[src/rtl/pipe_pkg.sv]
// Shared MEM-stage definitions: FSM state encoding and default widths.
`timescale 1ns/1ps
package pipe_pkg;

    typedef enum logic [1:0] {
        IDLE = 2'b00,
        BUSY = 2'b01,
        DONE = 2'b10
    } state_t;

    localparam int WORD_W     = 32;
    localparam int DEF_ADDR_W = 16;

endpackage

[src/rtl/dmem_timeout_cnt.sv]
// Counts BUSY cycles of one memory access; expired flags the last allowed cycle.
`timescale 1ns/1ps
module dmem_timeout_cnt #(
    parameter int TIMEOUT_CYCLES = 64
) (
    input  logic clk,
    input  logic reset,
    input  logic clr,
    input  logic en,
    output logic expired
);

    localparam int CNT_W = $clog2(TIMEOUT_CYCLES + 1);

    logic [CNT_W-1:0] cnt_reg;

    // Asserted during the TIMEOUT_CYCLES-th BUSY cycle, so the FSM leaves at its end.
    assign expired = en && (cnt_reg == CNT_W'(TIMEOUT_CYCLES - 1));

    always_ff @(posedge clk) begin
        if (!reset) begin
            cnt_reg <= '0;
        end else if (clr) begin
            cnt_reg <= '0;
        end else if (en && !expired) begin
            cnt_reg <= cnt_reg + 1'b1;
        end
    end

endmodule

[src/rtl/dmem_access_ctrl.sv]
// MEM-stage data-memory sequencer: req/ack handshake, pipeline stall and load-data latch.
// Optional BUSY timeout with sticky mem_err is enabled by defining DMEM_TIMEOUT_EN.
`timescale 1ns/1ps
module dmem_access_ctrl
    import pipe_pkg::*;
#(
    parameter int ADDR_W         = DEF_ADDR_W,
    parameter int TIMEOUT_CYCLES = 64
) (
    input  logic              clk,
    input  logic              reset,
    input  logic              memread_m,
    input  logic              memwrite_m,
    input  logic [WORD_W-1:0] execout_m,
    input  logic [WORD_W-1:0] writedata_m,
    output logic              stall,
    output logic [WORD_W-1:0] readdata_m,
    output logic              mem_req,
    output logic              mem_we,
    output logic [ADDR_W-1:0] mem_addr,
    output logic [WORD_W-1:0] mem_wdata,
    input  logic              mem_ack,
    input  logic [WORD_W-1:0] mem_rdata,
    output logic              misalign_err,
    output logic              mem_err
);

    state_t state_reg;
    logic   access;
    logic   aligned;
    logic   unused_bits;

    if (TIMEOUT_CYCLES < 1) begin : g_bad_timeout
        $error("TIMEOUT_CYCLES must be at least 1");
    end

    assign access      = memread_m | memwrite_m;
    assign aligned     = (execout_m[1:0] == 2'b00);
    assign unused_bits = ^execout_m[WORD_W-1:ADDR_W+2];

    // DONE never stalls: the pipeline advances exactly once per completed access.
    assign stall = ((state_reg == IDLE) && access) || (state_reg == BUSY);

`ifdef DMEM_TIMEOUT_EN
    logic expired;

    dmem_timeout_cnt #(
        .TIMEOUT_CYCLES(TIMEOUT_CYCLES)
    ) u_timeout_cnt (
        .clk    (clk),
        .reset  (reset),
        .clr    ((state_reg == IDLE) && access && aligned),
        .en     (state_reg == BUSY),
        .expired(expired)
    );
`endif

    always_ff @(posedge clk) begin
        if (!reset) begin
            state_reg    <= IDLE;
            mem_req      <= 1'b0;
            mem_we       <= 1'b0;
            mem_addr     <= '0;
            mem_wdata    <= '0;
            readdata_m   <= '0;
            misalign_err <= 1'b0;
            mem_err      <= 1'b0;
        end else begin
            misalign_err <= 1'b0;
            case (state_reg)
                IDLE: begin
                    if (access) begin
                        if (aligned) begin
                            // Write wins when both load and store flags are set.
                            mem_req   <= 1'b1;
                            mem_we    <= memwrite_m;
                            mem_addr  <= execout_m[ADDR_W+1:2];
                            mem_wdata <= writedata_m;
                            state_reg <= BUSY;
                        end else begin
                            misalign_err <= 1'b1;
                            readdata_m   <= '0;
                            state_reg    <= DONE;
                        end
                    end
                end
                BUSY: begin
                    if (mem_ack) begin
                        mem_req <= 1'b0;
                        if (!mem_we) begin
                            readdata_m <= mem_rdata;
                        end
                        state_reg <= DONE;
                    end
`ifdef DMEM_TIMEOUT_EN
                    else if (expired) begin
                        mem_req    <= 1'b0;
                        readdata_m <= '0;
                        mem_err    <= 1'b1;
                        state_reg  <= DONE;
                    end
`endif
                end
                DONE: begin
                    state_reg <= IDLE;
                end
                default: begin
                    state_reg <= IDLE;
                end
            endcase
        end
    end

endmodule

[config.mk]
export PLATFORM = sky130hd
export DESIGN_NAME = dmem_access_ctrl
export DESIGN_NICKNAME = d
export VERILOG_FILES = /design/src/rtl/pipe_pkg.sv /design/src/rtl/dmem_timeout_cnt.sv /design/src/rtl/dmem_access_ctrl.sv
export SDC_FILE = /design/constraint.sdc
export NUM_CORES = 1
export LEC_CHECK = 0
export CAP_MARGIN = 25
export CORE_ASPECT_RATIO = 0.75
export CORE_MARGIN = 5
export CORE_UTILIZATION = 40
export CTS_BUF_LIST = sky130_fd_sc_hd__clkbuf_4 sky130_fd_sc_hd__clkbuf_8
export CTS_CLUSTER_SIZE = 28
export DETAILED_ROUTE_END_ITERATION = 10
export PLACE_DENSITY = 0.92
export SYNTH_ARGS = -nofsm -noshare
export SYNTH_HDL_FRONTEND = slang
export SYNTH_HIERARCHICAL = 1
export SYNTH_SLANG_ARGS = --single-unit
[constraint.sdc]
create_clock -name clk -period 2.9 [get_ports clk]
set_clock_uncertainty 0.2 [all_clocks]
set_input_delay 0.725 -clock clk [delete_from_list [all_inputs] [get_ports clk]]
set_output_delay 0.725 -clock clk [all_outputs]
set_load 0.005 [all_outputs]
After elaboration in Yosys (flattened, before gate mapping)

Cells that the tools add are included.

Equality and inequality tests: 6
Mux-type cells: 14
Bitwise logic cells: 1
Reductions and logical operators: 10

Operators by type and width:

| cell                                                | number |
|---|---|
| 2-to-1 mux 32 bit                                   | 4 |
| one-hot mux 32 bit (2 select lines)                 | 1 |
| inequality test 2 bit, second input constant        | 5 |
| 2-to-1 mux 2 bit                                    | 3 |
| AND reduction 3 bit                                 | 2 |
| AND reduction 5 bit                                 | 1 |
| logical NOT 2 bit                                   | 2 |
| 2-to-1 mux 1 bit                                    | 4 |
| one-hot mux 2 bit (2 select lines)                  | 1 |
| AND reduction 4 bit                                 | 1 |
| equality test 2 x 1 -> 1 bit, second input constant | 1 |
| one-hot mux 1 bit (2 select lines)                  | 1 |
| AND reduction 2 bit                                 | 1 |
| nonzero test 2 bit                                  | 1 |
| logical AND 1 bit                                   | 1 |
| logical OR 1 bit                                    | 1 |
| bitwise OR 1 bit                                    | 1 |

Register bits after elaboration: 85
Input port bits: 101
Output and inout port bits: 85

Logic depth before layout (Yosys ltp)

Gate-level depths: netlist (run 1).

Word-level depth: 4
Mapped depth: 6

Least setup slack after synthesis (run 1)

No wires, ideal clock.

Kind: input-to-reg
Start point: input port execout_m[1]
End point: register mem_addr[5]
Setup time: 0.132 ns
Data arrival time: 1.720 ns
Setup slack: 0.848 ns
Stages: 6
Cells stage by stage: or2_1 -> clkbuf_1 -> buf_1 -> buf_2 -> o31ai_1 -> a21oi_1

Word-level cells in the longest chain between the ends: 2

Ends and longest elaborated chain:

| element                              | line                   | RTL |
|---|---|---|
| start: declaration                   | dmem_access_ctrl.sv:14 | `input logic [WORD_W-1:0] execout_m,` |
| logical NOT 2 bit                    | dmem_access_ctrl.sv:38 | `assign aligned = (execout_m[1:0] == 2'b00);` |
| AND reduction 3 bit (no source line) | --                     |  |
| end signal: assignment               | dmem_access_ctrl.sv:77 | `mem_addr <= execout_m[ADDR_W+1:2];` |
| end: declaration                     | dmem_access_ctrl.sv:20 | `output logic [ADDR_W-1:0] mem_addr,` |

Every way passes these cells.
A chain may end at the register's enable or synchronous reset.

Final worst setup path (run 1)

Start point: input port memwrite_m
End point: output port stall

Word-level cells in the longest chain between the ends: 3

Ends and longest elaborated chain:

| element            | line                   | RTL |
|---|---|---|
| start: declaration | dmem_access_ctrl.sv:13 | `input logic memwrite_m,` |
| bitwise OR 1 bit   | dmem_access_ctrl.sv:37 | `assign access = memread_m \| memwrite_m;` |
| logical AND 1 bit  | dmem_access_ctrl.sv:42 | `assign stall = ((state_reg == IDLE) && access) \|\| (state_reg == BUSY);` |
| logical OR 1 bit   | dmem_access_ctrl.sv:42 |  |
| end: declaration   | dmem_access_ctrl.sv:16 | `output logic stall,` |

Every way passes these cells.

==> flow_summary.ini, run 1 <==
[critical_path]
r2r_slack_ns = 0.90
crit_buf_inv = 2
cp_slowest_stage_delay_ns = 0.42
cp-end-kind = output port
required_ns = 1.98
arrival_ns = 1.58
path_max_fanout = 2
crit_slowest_cell = clkdlybuf4s50_1
worstReg2RegEnd = readdata_m[29]$_SDFFE_PN0P_
crit_family = buffers and inverters
cp-startpoint = memwrite_m
r2r_start = state_reg[0]$_SDFFE_PN0P_
cp-start-kind = input pin
worstPathCellList = clkdlybuf4s50_1, nor3_1, nor2_1, dlymetal6s2s_1
reg2regPathDepth = 4
critical_path_class = input pin to output port

[synth]
synth_area_leaders = dfxtp_1 (48%), o31ai_1 (10%), mux2i_1 (9.0%)
synth_ff_type = dfxtp_1
netlist_area_um2 = 3561
ys_types = 29
synth-seq-cells = 85
synth_top_area_share_pct = 47.79
avgSynthCellArea_um2 = 8.880
synth.most_common_cell = dfxtp_1
syn-num-nets = 502
async_flop_share_pct = 0
synth_cells = 401
synth-edff-count = 0
yosysTopAreaCell = dfxtp_1
synth_warnings = 6
netlist_top_cells_count = dfxtp_1 (85), nand2_1 (65), a21oi_1 (49), o31ai_1 (49), nand4_1 (48)
ys_seq_area_share_pct = 47.79

[finish]
area_delta_synth_final_pct = 55.02
drive_gt1_share_pct = 6.727
top_regs = mem_wdata x32, readdata_m x32, mem_addr x16
num_antenna_cells = 0
seq_area_um2 = 1702
fin_util_pct = 64.47
nets = 646
multi_input_area_um2 = 1639
fill_cells = 707
stdcell_area_um2 = 5520

[clock_network]
hold_buffers = 0
cts_buffers = 9
cts_root_buffer = clkbuf_8
clk_pin_slew_worst_paths_ns = 0.09
clk_latency_ns = 0.34
clock_sinks = 85
clk_path_buf_depth = 2
cts_tree = built
htree_num_levels = 3

[place]
dpl_cell_area_um2 = 5311
io_buffers = 170
place_congestion = 0.7852
dp_hpwl_um = 8166

[worst_hold_path]
min_from = readdata_m[11]$_SDFFE_PN0P_
min_path_type = flip-flop to flip-flop
whs_endpoint = readdata_m[11]$_SDFFE_PN0P_
holdPathStages = 2

[power]
leakage_uw = 0.001922
p_per_area_nw_per_um2 = 466.0
vdd_drop_max_mv = 0.3044
total_power_uw = 2573

[route]
wire_per_inst_um = 17.44
avgViaCountPerCell = 5.558
drc = 0
drtIter0Drc = 279
drt_first_pass_iters = 5
antenna_left = 0
drt_wl_total_um = 11480
dr_total_vias = 3657

[floorplan]
die_h_um = 91.71
placement_rows = 29
core_um2 = 8563
die_w_um = 119.0
die_area_um2 = 10910
ios = 186
start_util_pct = 41.58

[sta]
relSlewSlack_pct = 30.78
rsz0062_at_grt = no
min_period_ns = 2.507
layout_worst_path_cycle_share_pct = 86.45
tightest_slew_ns = 1.038
timing.final.hold_violations = 0
setup_viol = 0
setup-tns-final_ns = 0
clock.fmax_ghz = 0.3989
drv_slew = 0

[status]
status = complete, no violations

[run]
maxCapViolCount = 0

[grt]
grt_max_degree = 54
antenna_found_initial = 0
gr-total-overflow = 0
grt_pass1_wl_um = 18620
grt_use_total_pct = 20.30
grt_pass1_vias = 3658
logic make-up after synthesis:
family	Yosys count	synth area share, %
and+or+nand+nor	129	17.74
AOI/OAI and AO/OA	102	18.55
DFF	85	47.79
buffers and inverters	52	6.817
muxes	32	8.995
other	1	0.1053
worst min-delay path, cell delays in order, from the launching register on:
cell and delay, ns:
dfxtp_1 0.32, nand2_1 0.05, mux2i_1 0.05
power by group:
part,internal (µW),switching (µW)
clock network,430,441
registers,1210,23.8
logic,248,224
total,1880,689
cell type report:
class | count | area share (%)
Timing Repair Buffer | 184 | 33.23
Sequential cell | 85 | 30.83
Multi-Input combinational cell | 264 | 29.69
Clock buffer | 10 | 2.493
Tap cell | 108 | 2.448
Clock inverter | 6 | 1.247
Inverter | 1 | 0.06800
routing by layer:
layer	routed length (µm)	vias up	global-route usage, %
li1	-	1751	-
met1	4656	1728	24.15
met2	5758	158	34.99
met3	796	20	6.027
met4	265	0	7.232
met5	0	-	0
layout by cell type, fill, tap and decap left out, types with 10 or more instances in the layout:
master,count
mux2i_1,32
dfxtp_1,85
a21oi_1,49
nand2_1,65
o31ai_1,49
buf_4,12
nand4_1,48
clkdlybuf4s50_1,169
clkbuf_8,10
worst max path at each step:
stage                                to  slack (ns)  cells past startpoint
2_1_floorplan  mem_addr[5]$_SDFFE_PN0P_        0.85                      6
3_3_place_gp                      stall        0.05                      4
3_5_place_dp                      stall        0.06                      4
4_1_cts                           stall        0.06                      4
5_1_grt                           stall        0.31                      4
6_report                          stall        0.39                      4
per-stage QoR:
step                instances  setup slack (ns)  hold WS (ns)
floorplan                 401            0.8481        0.2511
global placement          642           0.04503        0.2408
detailed placement        642           0.05693        0.2510
CTS                       658           0.05725        0.2613
global route              658            0.3057        0.2800
finish                    658            0.3929        0.2596
timing repair:
| item | 4_1_cts | 5_1_grt |
|---|---|---|
| setup buffers | 0 | 0 |
| resized for setup | 0 | 1 |
| hold endpoints to repair | 0 | 0 |
| setup endpoints to repair | 0 | 1 |
Note: power is estimated with default switching activity, not from simulation.
==> run 2, diff against run 1 <==
--- a/config.mk
+++ b/config.mk
@@ -15,5 +15,4 @@
 export PLACE_DENSITY = 0.92
 export SYNTH_ARGS = -nofsm -noshare
 export SYNTH_HDL_FRONTEND = slang
-export SYNTH_HIERARCHICAL = 1
 export SYNTH_SLANG_ARGS = --single-unit
==> results of run 2 <==
No change in the layout: final DEF, timing and power equal those of run 1.
Main changes from that run: Yosys warning count 6 -> 0
